**src/rtl/mux4_rr_arbiter_if.sv**
```systemverilog
// Bundle of request, data and handshake signals between four requesters,
// the round-robin arbiter and its single downstream consumer.
// master: requester/consumer side; slave: the arbiter itself.
interface mux4_rr_arbiter_if #(
  parameter int WIDTH = 32
);
  logic [3:0]       req;
  logic [WIDTH-1:0] data_a;
  logic [WIDTH-1:0] data_b;
  logic [WIDTH-1:0] data_c;
  logic [WIDTH-1:0] data_d;
  logic [3:0]       lock;
  logic [3:0]       gnt;
  logic [1:0]       sel;
  logic [3:0]       ack;
  logic             out_valid;
  logic [WIDTH-1:0] out_data;
  logic             out_ready;

  modport master (
    output req, data_a, data_b, data_c, data_d, lock, out_ready,
    input  gnt, sel, ack, out_valid, out_data
  );

  modport slave (
    input  req, data_a, data_b, data_c, data_d, lock, out_ready,
    output gnt, sel, ack, out_valid, out_data
  );
endinterface

```
**src/rtl/mux4_rr_arbiter.sv**
```systemverilog
// Round-robin arbiter/sequencer for a shared 4-to-1 datapath mux.
// Grants one requester at a time and passes its word downstream over a
// valid/ready handshake with no bubble between back-to-back transfers.
// Optional burst locking is compiled in with the ARB_LOCK_EN macro.
module mux4_rr_arbiter #(
  parameter int WIDTH     = 32,
  parameter int MAX_BURST = 8
) (
  input  logic               clk,
  input  logic               rst_n,
  mux4_rr_arbiter_if.slave   bus
);

  typedef enum logic {IDLE, BUSY} state_t;

  state_t     state_q, state_d;
  logic [3:0] gnt_q, gnt_d;
  logic [1:0] sel_q, sel_d;
  logic       valid_q, valid_d;
  logic [1:0] last_q, last_d;

  logic       accept;
  logic [3:0] others;
  logic [1:0] pick_idle;
  logic [1:0] pick_next;

  // First requester at or after ptr+1 (wrapping) whose bit in r is set.
  function automatic logic [1:0] rr_pick(input logic [3:0] r, input logic [1:0] ptr);
    logic [1:0] idx;
    logic [1:0] win;
    logic       found;
    win   = ptr;
    found = 1'b0;
    for (int k = 1; k <= 4; k++) begin
      idx = ptr + 2'(k);
      if (!found && r[idx]) begin
        win   = idx;
        found = 1'b1;
      end
    end
    return win;
  endfunction

  assign accept    = valid_q & bus.out_ready;
  assign others    = bus.req & ~gnt_q;
  assign pick_idle = rr_pick(bus.req, last_q);
  assign pick_next = rr_pick(others, sel_q);

`ifdef ARB_LOCK_EN
  logic [7:0] cnt_q, cnt_d;
  logic       keep_burst;

  assign keep_burst = bus.lock[sel_q] && (({1'b0, cnt_q} + 9'd1) < 9'(MAX_BURST));
`else
  logic unused_lock;

  assign unused_lock = ^{bus.lock, 8'(MAX_BURST)};
`endif

  // Next-state logic: idle pick, hold while stalled, re-arbitrate on accept,
  // release on an owner dropping its request without an accept.
  always_comb begin
    state_d = state_q;
    gnt_d   = gnt_q;
    sel_d   = sel_q;
    valid_d = valid_q;
    last_d  = last_q;
`ifdef ARB_LOCK_EN
    cnt_d   = cnt_q;
`endif
    case (state_q)
      IDLE: begin
        if (|bus.req) begin
          gnt_d   = 4'b0001 << pick_idle;
          sel_d   = pick_idle;
          valid_d = 1'b1;
          state_d = BUSY;
        end
      end
      BUSY: begin
        if (accept) begin
`ifdef ARB_LOCK_EN
          if (keep_burst) begin
            cnt_d = cnt_q + 8'd1;
          end else begin
            cnt_d  = 8'd0;
`endif
            last_d = sel_q;
            if (|others) begin
              gnt_d   = 4'b0001 << pick_next;
              sel_d   = pick_next;
              valid_d = 1'b1;
            end else begin
              gnt_d   = 4'b0000;
              valid_d = 1'b0;
              state_d = IDLE;
            end
`ifdef ARB_LOCK_EN
          end
`endif
        end else if (!bus.req[sel_q]) begin
          gnt_d   = 4'b0000;
          valid_d = 1'b0;
          state_d = IDLE;
`ifdef ARB_LOCK_EN
          cnt_d   = 8'd0;
`endif
        end
      end
      default: begin
        state_d = IDLE;
        gnt_d   = 4'b0000;
        valid_d = 1'b0;
      end
    endcase
  end

  // State registers; last-served pointer starts at 3 so requester 0 goes first.
  always_ff @(posedge clk or negedge rst_n) begin
    if (!rst_n) begin
      state_q <= IDLE;
      gnt_q   <= 4'b0000;
      sel_q   <= 2'b00;
      valid_q <= 1'b0;
      last_q  <= 2'd3;
`ifdef ARB_LOCK_EN
      cnt_q   <= 8'd0;
`endif
    end else begin
      state_q <= state_d;
      gnt_q   <= gnt_d;
      sel_q   <= sel_d;
      valid_q <= valid_d;
      last_q  <= last_d;
`ifdef ARB_LOCK_EN
      cnt_q   <= cnt_d;
`endif
    end
  end

  assign bus.gnt       = gnt_q;
  assign bus.sel       = sel_q;
  assign bus.out_valid = valid_q;
  assign bus.ack       = gnt_q & {4{accept}};

  // Output word mux; forced to zero whenever no word is being presented.
  always_comb begin
    bus.out_data = '0;
    if (valid_q) begin
      case (sel_q)
        2'd0:    bus.out_data = bus.data_a;
        2'd1:    bus.out_data = bus.data_b;
        2'd2:    bus.out_data = bus.data_c;
        default: bus.out_data = bus.data_d;
      endcase
    end
  end

endmodule

```
**src/flat_wrapper.sv**
```systemverilog
// flat-port wrapper written by rule: the top's interface ports become plain ports
module mux4_rr_arbiter_flat 
#(
  parameter int WIDTH     = 32,
  parameter int MAX_BURST = 8
)
  (clk, rst_n, bus_req, bus_data_a, bus_data_b, bus_data_c, bus_data_d, bus_lock, bus_out_ready, bus_gnt, bus_sel, bus_ack, bus_out_valid, bus_out_data);
  mux4_rr_arbiter_if #(.WIDTH(WIDTH)) bus_i ();
  input  logic clk;
  input  logic rst_n;
  input wire logic [$bits(bus_i.req)-1:0] bus_req;
  input wire logic [$bits(bus_i.data_a)-1:0] bus_data_a;
  input wire logic [$bits(bus_i.data_b)-1:0] bus_data_b;
  input wire logic [$bits(bus_i.data_c)-1:0] bus_data_c;
  input wire logic [$bits(bus_i.data_d)-1:0] bus_data_d;
  input wire logic [$bits(bus_i.lock)-1:0] bus_lock;
  input wire logic [$bits(bus_i.out_ready)-1:0] bus_out_ready;
  output wire logic [$bits(bus_i.gnt)-1:0] bus_gnt;
  output wire logic [$bits(bus_i.sel)-1:0] bus_sel;
  output wire logic [$bits(bus_i.ack)-1:0] bus_ack;
  output wire logic [$bits(bus_i.out_valid)-1:0] bus_out_valid;
  output wire logic [$bits(bus_i.out_data)-1:0] bus_out_data;
  assign bus_i.req = bus_req;
  assign bus_i.data_a = bus_data_a;
  assign bus_i.data_b = bus_data_b;
  assign bus_i.data_c = bus_data_c;
  assign bus_i.data_d = bus_data_d;
  assign bus_i.lock = bus_lock;
  assign bus_i.out_ready = bus_out_ready;
  assign bus_gnt = bus_i.gnt;
  assign bus_sel = bus_i.sel;
  assign bus_ack = bus_i.ack;
  assign bus_out_valid = bus_i.out_valid;
  assign bus_out_data = bus_i.out_data;
  mux4_rr_arbiter #(.WIDTH(WIDTH), .MAX_BURST(MAX_BURST)) u_core (.clk(clk), .rst_n(rst_n), .bus(bus_i));
endmodule
```
**config.mk**
```make
export PLATFORM = sky130hd
export DESIGN_NAME = mux4_rr_arbiter_flat
export DESIGN_NICKNAME = d
export VERILOG_FILES = /design/src/rtl/mux4_rr_arbiter_if.sv /design/src/rtl/mux4_rr_arbiter.sv /design/src/flat_wrapper.sv
export SDC_FILE = /design/constraint.sdc
export NUM_CORES = 1
export LEC_CHECK = 0
export ABC_CLOCK_PERIOD_IN_PS = 4250
export BUFFER_PORTS_ARGS = -buffer_cell sky130_fd_sc_hd__buf_4
export CAP_MARGIN = 20
export CORE_UTILIZATION = 39
export CTS_BUF_LIST = sky130_fd_sc_hd__clkbuf_8 sky130_fd_sc_hd__clkbuf_16
export DETAILED_ROUTE_END_ITERATION = 7
export GPL_ROUTABILITY_DRIVEN = 1
export PLACE_DENSITY = 0.87
export SLEW_MARGIN = 20
export SYNTH_ARGS = -nofsm -noshare
export SYNTH_HDL_FRONTEND = slang
export SYNTH_SLANG_ARGS = --single-unit
```
**constraint.sdc**
```tcl
create_clock -name clk -period 4.25 [get_ports clk]
set_input_delay 0.425 -clock clk [delete_from_list [all_inputs] [get_ports clk]]
set_output_delay 0.425 -clock clk [all_outputs]
set_load 0.02 [all_outputs]
```
Word level (Yosys, flattened, before mapping)

Cells that the tools add are included.

Input port bits: 139
Word-level logic and storage cells: 102
Register bits after elaboration: 10
Output and inout bits: 43

Shift operators: 2
Muxes and demuxes: 52
Bitwise logic cells: 5
Reduce and logical (&&, ||, !) cells: 18
Order comparisons: 8
Add/sub/neg operators: 6
Equal/unequal tests: 6

Operators by type and width:

| operator                                                    | count |
|---|---|
| case mux 32 bit (3 select lines)                            | 1 |
| 2-to-1 mux 32 bit                                           | 1 |
| less-than comparator 2 x 3 -> 1 bit (second input constant) | 8 |
| 2-to-1 mux 1 bit                                            | 22 |
| 2-to-1 mux 2 bit                                            | 11 |
| binary-select mux 1 bit (select 2 bit)                      | 9 |
| 2-to-1 mux 4 bit                                            | 4 |
| adder 2 bit (second input constant)                         | 4 |
| bitwise AND 4 bit                                           | 2 |
| case mux 4 bit (2 select lines)                             | 1 |
| OR reduction 4 bit                                          | 2 |
| left shift 1 x 2 -> 4 bit (first input constant)            | 2 |
| logical AND 1 bit                                           | 6 |
| zero test 1 bit                                             | 6 |
| adder 2 x 1 -> 2 bit (second input constant)                | 2 |
| inequality test 2 bit (second input constant)               | 2 |
| inverter 4 bit                                              | 1 |
| case mux 1 bit (2 select lines)                             | 2 |
| case mux 2 bit (2 select lines)                             | 1 |
| AND reduction 2 bit                                         | 2 |
| inequality test 3 bit (second input constant)               | 1 |
| AND reduction 3 bit                                         | 1 |
| == test 2 x 1 -> 1 bit (second input constant)              | 1 |
| == test 2 bit (second input constant)                       | 1 |
| other kinds (4)                                             | 4 |

Logic depth before layout (Yosys ltp)

Depth in word-level cells: 18
Mapped depth: 7
Mapped depth without buffers: 6

Worst setup path after synthesis

Ideal clock, no wire load.

Path type: reg-to-output
Start: register u_core.sel_q[1] (netlist: u_core.bus.sel[1])
End: output port bus_out_data[22]
Data arrival time: 1.782 ns
Path slack: 2.043 ns
Stages on the path, launching flop included: 7
Path buffers: 1
Required time: 3.825 ns
Cell sequence: dfrtp_1 -> inv_1 -> ha_1 -> clkbuf_1 -> a222oi_1 -> o21ai_0 -> and2_1

Cells in the longest elaborated chain, start to end: 3
Elaborated cells on any way between the ends: 5
Those cells by class: 2 x eq/ne; 2 x mux; 1 x reduce/logical

RTL lines:

| item                                        | line                   | source |
|---|---|---|
| start: declaration                          | mux4_rr_arbiter.sv:18  | `logic [1:0] sel_q, sel_d;` |
| start signal: assignment                    | mux4_rr_arbiter.sv:132 | `sel_q <= sel_d;` |
| == test 2 bit, or another cell as far along | mux4_rr_arbiter.sv:150 | `case (sel_q)` |
| case mux 32 bit (3 select lines) *          | mux4_rr_arbiter.sv:150 |  |
| 2-to-1 mux 32 bit *                         | mux4_rr_arbiter.sv:149 | `if (valid_q) begin` |
| end: declaration                            | flat_wrapper.sv:22     | `output wire logic [$bits(bus_i.out_data)-1:0] bus_out_data;` |

Mark *: on every way between the ends. The rest lies on a longest branch, timed or not.

Worst setup path in the final report

Start: register u_core.sel_q[0] (netlist: u_core.bus.sel[0])
End: output port bus_out_data[10]

Same word-level chain as after synthesis.

==> impl_metrics.env <==
export IMPL_nNetsFinal=551
export IMPL_cts_root_buf="clkbuf_8"
export IMPL_relSlewSlack_pct=35.7
export IMPL_cts_tree="built"
export IMPL_cts_buffer_depth=2
export IMPL_synthCells=248
export IMPL_clk_latency_ns=0.25
export IMPL_ir_drop_uv=469
export IMPL_grt_pass1_wl_um=12100
export IMPL_syn_area_sq_um=1800
export IMPL_wire_per_inst_um=17.3
export IMPL_vias=2697
export IMPL_endpoint_kind="output port"
export IMPL_synthTopCellsByArea="a222oi_1 18%, and2_1 11%, dfrtp_1 11%, o21ai_0 10%, nand2_1 8.3%"
export IMPL_final_hold_violation_count=1
export IMPL_worst_path_most_repeated_cell="buf_4"
export IMPL_synth_seq_area_share_pct=14.0
export IMPL_finalCritPeriodShare_pct=72.7
export IMPL_grt_start_max_net_pins=65
export IMPL_grt_antenna_before_repair=0
export IMPL_syn_num_nets=391
export IMPL_path_buf_inv=3
export IMPL_synth_top_area_cell="a222oi_1"
export IMPL_setup_ws_ns=1.16
export IMPL_crit_fanout=26
export IMPL_n_antenna_cell=0
export IMPL_max_slew_worst_pin_slew_ns=0.964
export IMPL_wirelength_um=7940
export IMPL_cts_buffers=3
export IMPL_async_flop_share_pct=100
export IMPL_cp_data_arrival_time_ns=2.67
export IMPL_cp_cell_sequence="inv_6, ha_1, buf_4, a222oi_1, o21ai_0, and2_1, buf_4"
export IMPL_io_pins=182
export IMPL_grt_pass1_vias=2510
export IMPL_ant_nets=0
export IMPL_ctsHoldBuffers=0
export IMPL_cts_resized=0
export IMPL_maxCapViolCount=0
export IMPL_start_util_pct=41.1
export IMPL_cp_start_kind="flip-flop"
export IMPL_rows=24
export IMPL_drt_vias_per_instance=5.88
export IMPL_io_buffer_count=177
export IMPL_netlist_area_leader_share_pct=17.8
export IMPL_yosys_cell_types_count=46
export IMPL_grt_util_all_layers_pct=30.3
export IMPL_power_density_nw_per_um2=696
export IMPL_finClkSkew_ns=0.00674
export IMPL_drive_above_1_share_pct=49.1
export IMPL_drtPass1Iterations=8
export IMPL_setup_violations=0
export IMPL_post_cts_buffers=0
export IMPL_crit_family="flip-flops"
export IMPL_h_tree_depth=1
export IMPL_violations="hold timing"
export IMPL_ys_seq_elements=10
export IMPL_p_leak_nw=1.53
export IMPL_avgSynthCellArea_sq_um=7.27
export IMPL_setup_tns_ns=0
export IMPL_cts_sinks=10
export IMPL_hp_class="input pin to asynchronous set/reset pin"
export IMPL_grt_use_met2_pct=56.4
export IMPL_drt_initial_drc_count=278
export IMPL_synthFlopType="dfrtp_1"
export IMPL_cts_reportedPaths_clkPinSlew_ns=0.05
export IMPL_rsz0062_at_grt="false"
export IMPL_cp_slowest_stage_delay_ns=0.62
export IMPL_whs_ns=-0.000324
export IMPL_syn2layout_area_growth_pct=76.2
export IMPL_place_congestion=0.953
export IMPL_required_ns=3.83
export IMPL_synth_edf_count=0
export IMPL_r2r_slack_ns=2.00
export IMPL_dieArea_sq_um=4900
export IMPL_fp_dieH_um=70.0
export IMPL_hpwlAfterDp_um=6080
export IMPL_use_met3_pct=3.75
export IMPL_core_sq_um=4380
export IMPL_drcViolationCount=0
export IMPL_slew_viol_final=0
export IMPL_yosys_warnings=0
export IMPL_die_x_um=70.0
export IMPL_place_ws_ns=1.25
export IMPL_outcome="finished, violations left"
export IMPL_critPathSlowestCell="dfrtp_1"
export IMPL_globalRouteMet1Util_pct=34.2
export IMPL_path_class="flip-flop to output port"
export IMPL_grt_busiest_layer="met2"
export IMPL_grt_overflow=0
export IMPL_fin_crit_ns=3.09
export IMPL_timing_fmax_mhz=323
-- worst paths after layout --
check,from,end,cells past startpoint
max,u_core.bus.sel[0]$_DFFE_PN0P_,bus_out_data[10],7
min,rst_n,u_core.bus.gnt[3]$_DFFE_PN0P_,1
max reg2reg,u_core.bus.sel[0]$_DFFE_PN0P_,u_core.bus.gnt[2]$_DFFE_PN0P_,6
min reg2reg,u_core.last_q[0]$_DFFE_PN1P_,u_core.last_q[0]$_DFFE_PN1P_,2
max in group asynchronous,rst_n,u_core.last_q[0]$_DFFE_PN1P_,1
min in group clk,u_core.last_q[0]$_DFFE_PN1P_,u_core.last_q[0]$_DFFE_PN1P_,2
-- stage by stage --
stage | hold slack, ns | power [mW] | utilization, % | instance area [sq um] | std cells
2_1_floorplan | 0.129 | 1.42 | - | 1800 | 248
3_3_place_gp | 0.260 | 2.05 | 71.0 | 3110 | 455
3_5_place_dp | 0.264 | 2.08 | 71.0 | 3110 | 455
4_1_cts | 0.00432 | 2.21 | 72.3 | 3170 | 459
5_1_grt | 0.00611 | 2.37 | 72.4 | 3170 | 459
6_report | -0.000324 | 2.21 | 72.4 | 3170 | 459
-- kinds of logic after synthesis --
kind of cell | after synthesis | synth area share, %
XOR/XNOR | 1 | 0.903
flip-flops | 10 | 14.0
multiplexers | 8 | 6.81
AND/OR/NAND/NOR | 111 | 32.8
AO/OA/AOI/OAI | 87 | 36.5
adder cells (fa/ha/maj) | 4 | 2.78
buffers and inverters | 27 | 6.18
-- power by group --
part	internal, mW	leakage, nW	switching (mW)	total, mW
clock	0.0818	0.0288	0.0413	0.123
sequential	0.141	0.120	0.114	0.255
combinational	0.841	1.38	0.992	1.83
-- state kept, by name (all words and copies together) (netlist names) --
signal and count:
u_core.state_q 1, u_core.bus.sel 2, u_core.bus.gnt 4, u_core.last_q 2, u_core.bus.out_valid 1
-- cell usage in the layout (no fill, tap or decap), drive strengths merged, types with 3 or more instances in the layout --
master,count
a21oi,3
a221o,3
a222oi,32
and2,33
and2b,4
and3,4
buf,178
clkbuf,4
dfrtp,8
ha,4
inv,4
mux2i,4
mux4,3
nand2,40
nand2b,7
nand3,4
nor2,8
o21ai,37
-- synth_stat cells (all sizes together), types with 6 or more instances --
cell type / number
a222oi: 32
o21ai: 37
dfrtp: 8
nor2: 8
clkbuf: 17
buf: 6
nand2b: 7
nand2: 40
and2: 33
-- area by class of cell --
cell class	count	area (sq um)
tap	52	65.1
clock buffer	4	55.1
timing repair buffer	178	1340
fill	376	1210
inverter	4	20.0
sequential	10	253
multi-input combinational	211	1450
-- per-layer routing --
metal | vias up | share of wire [%]
li1 | 1283 | -
met1 | 1242 | 38
met2 | 149 | 51
met3 | 23 | 7.1
met4 | 0 | 3.9
met5 | - | 0
Power figures use the tool's default switching activity.
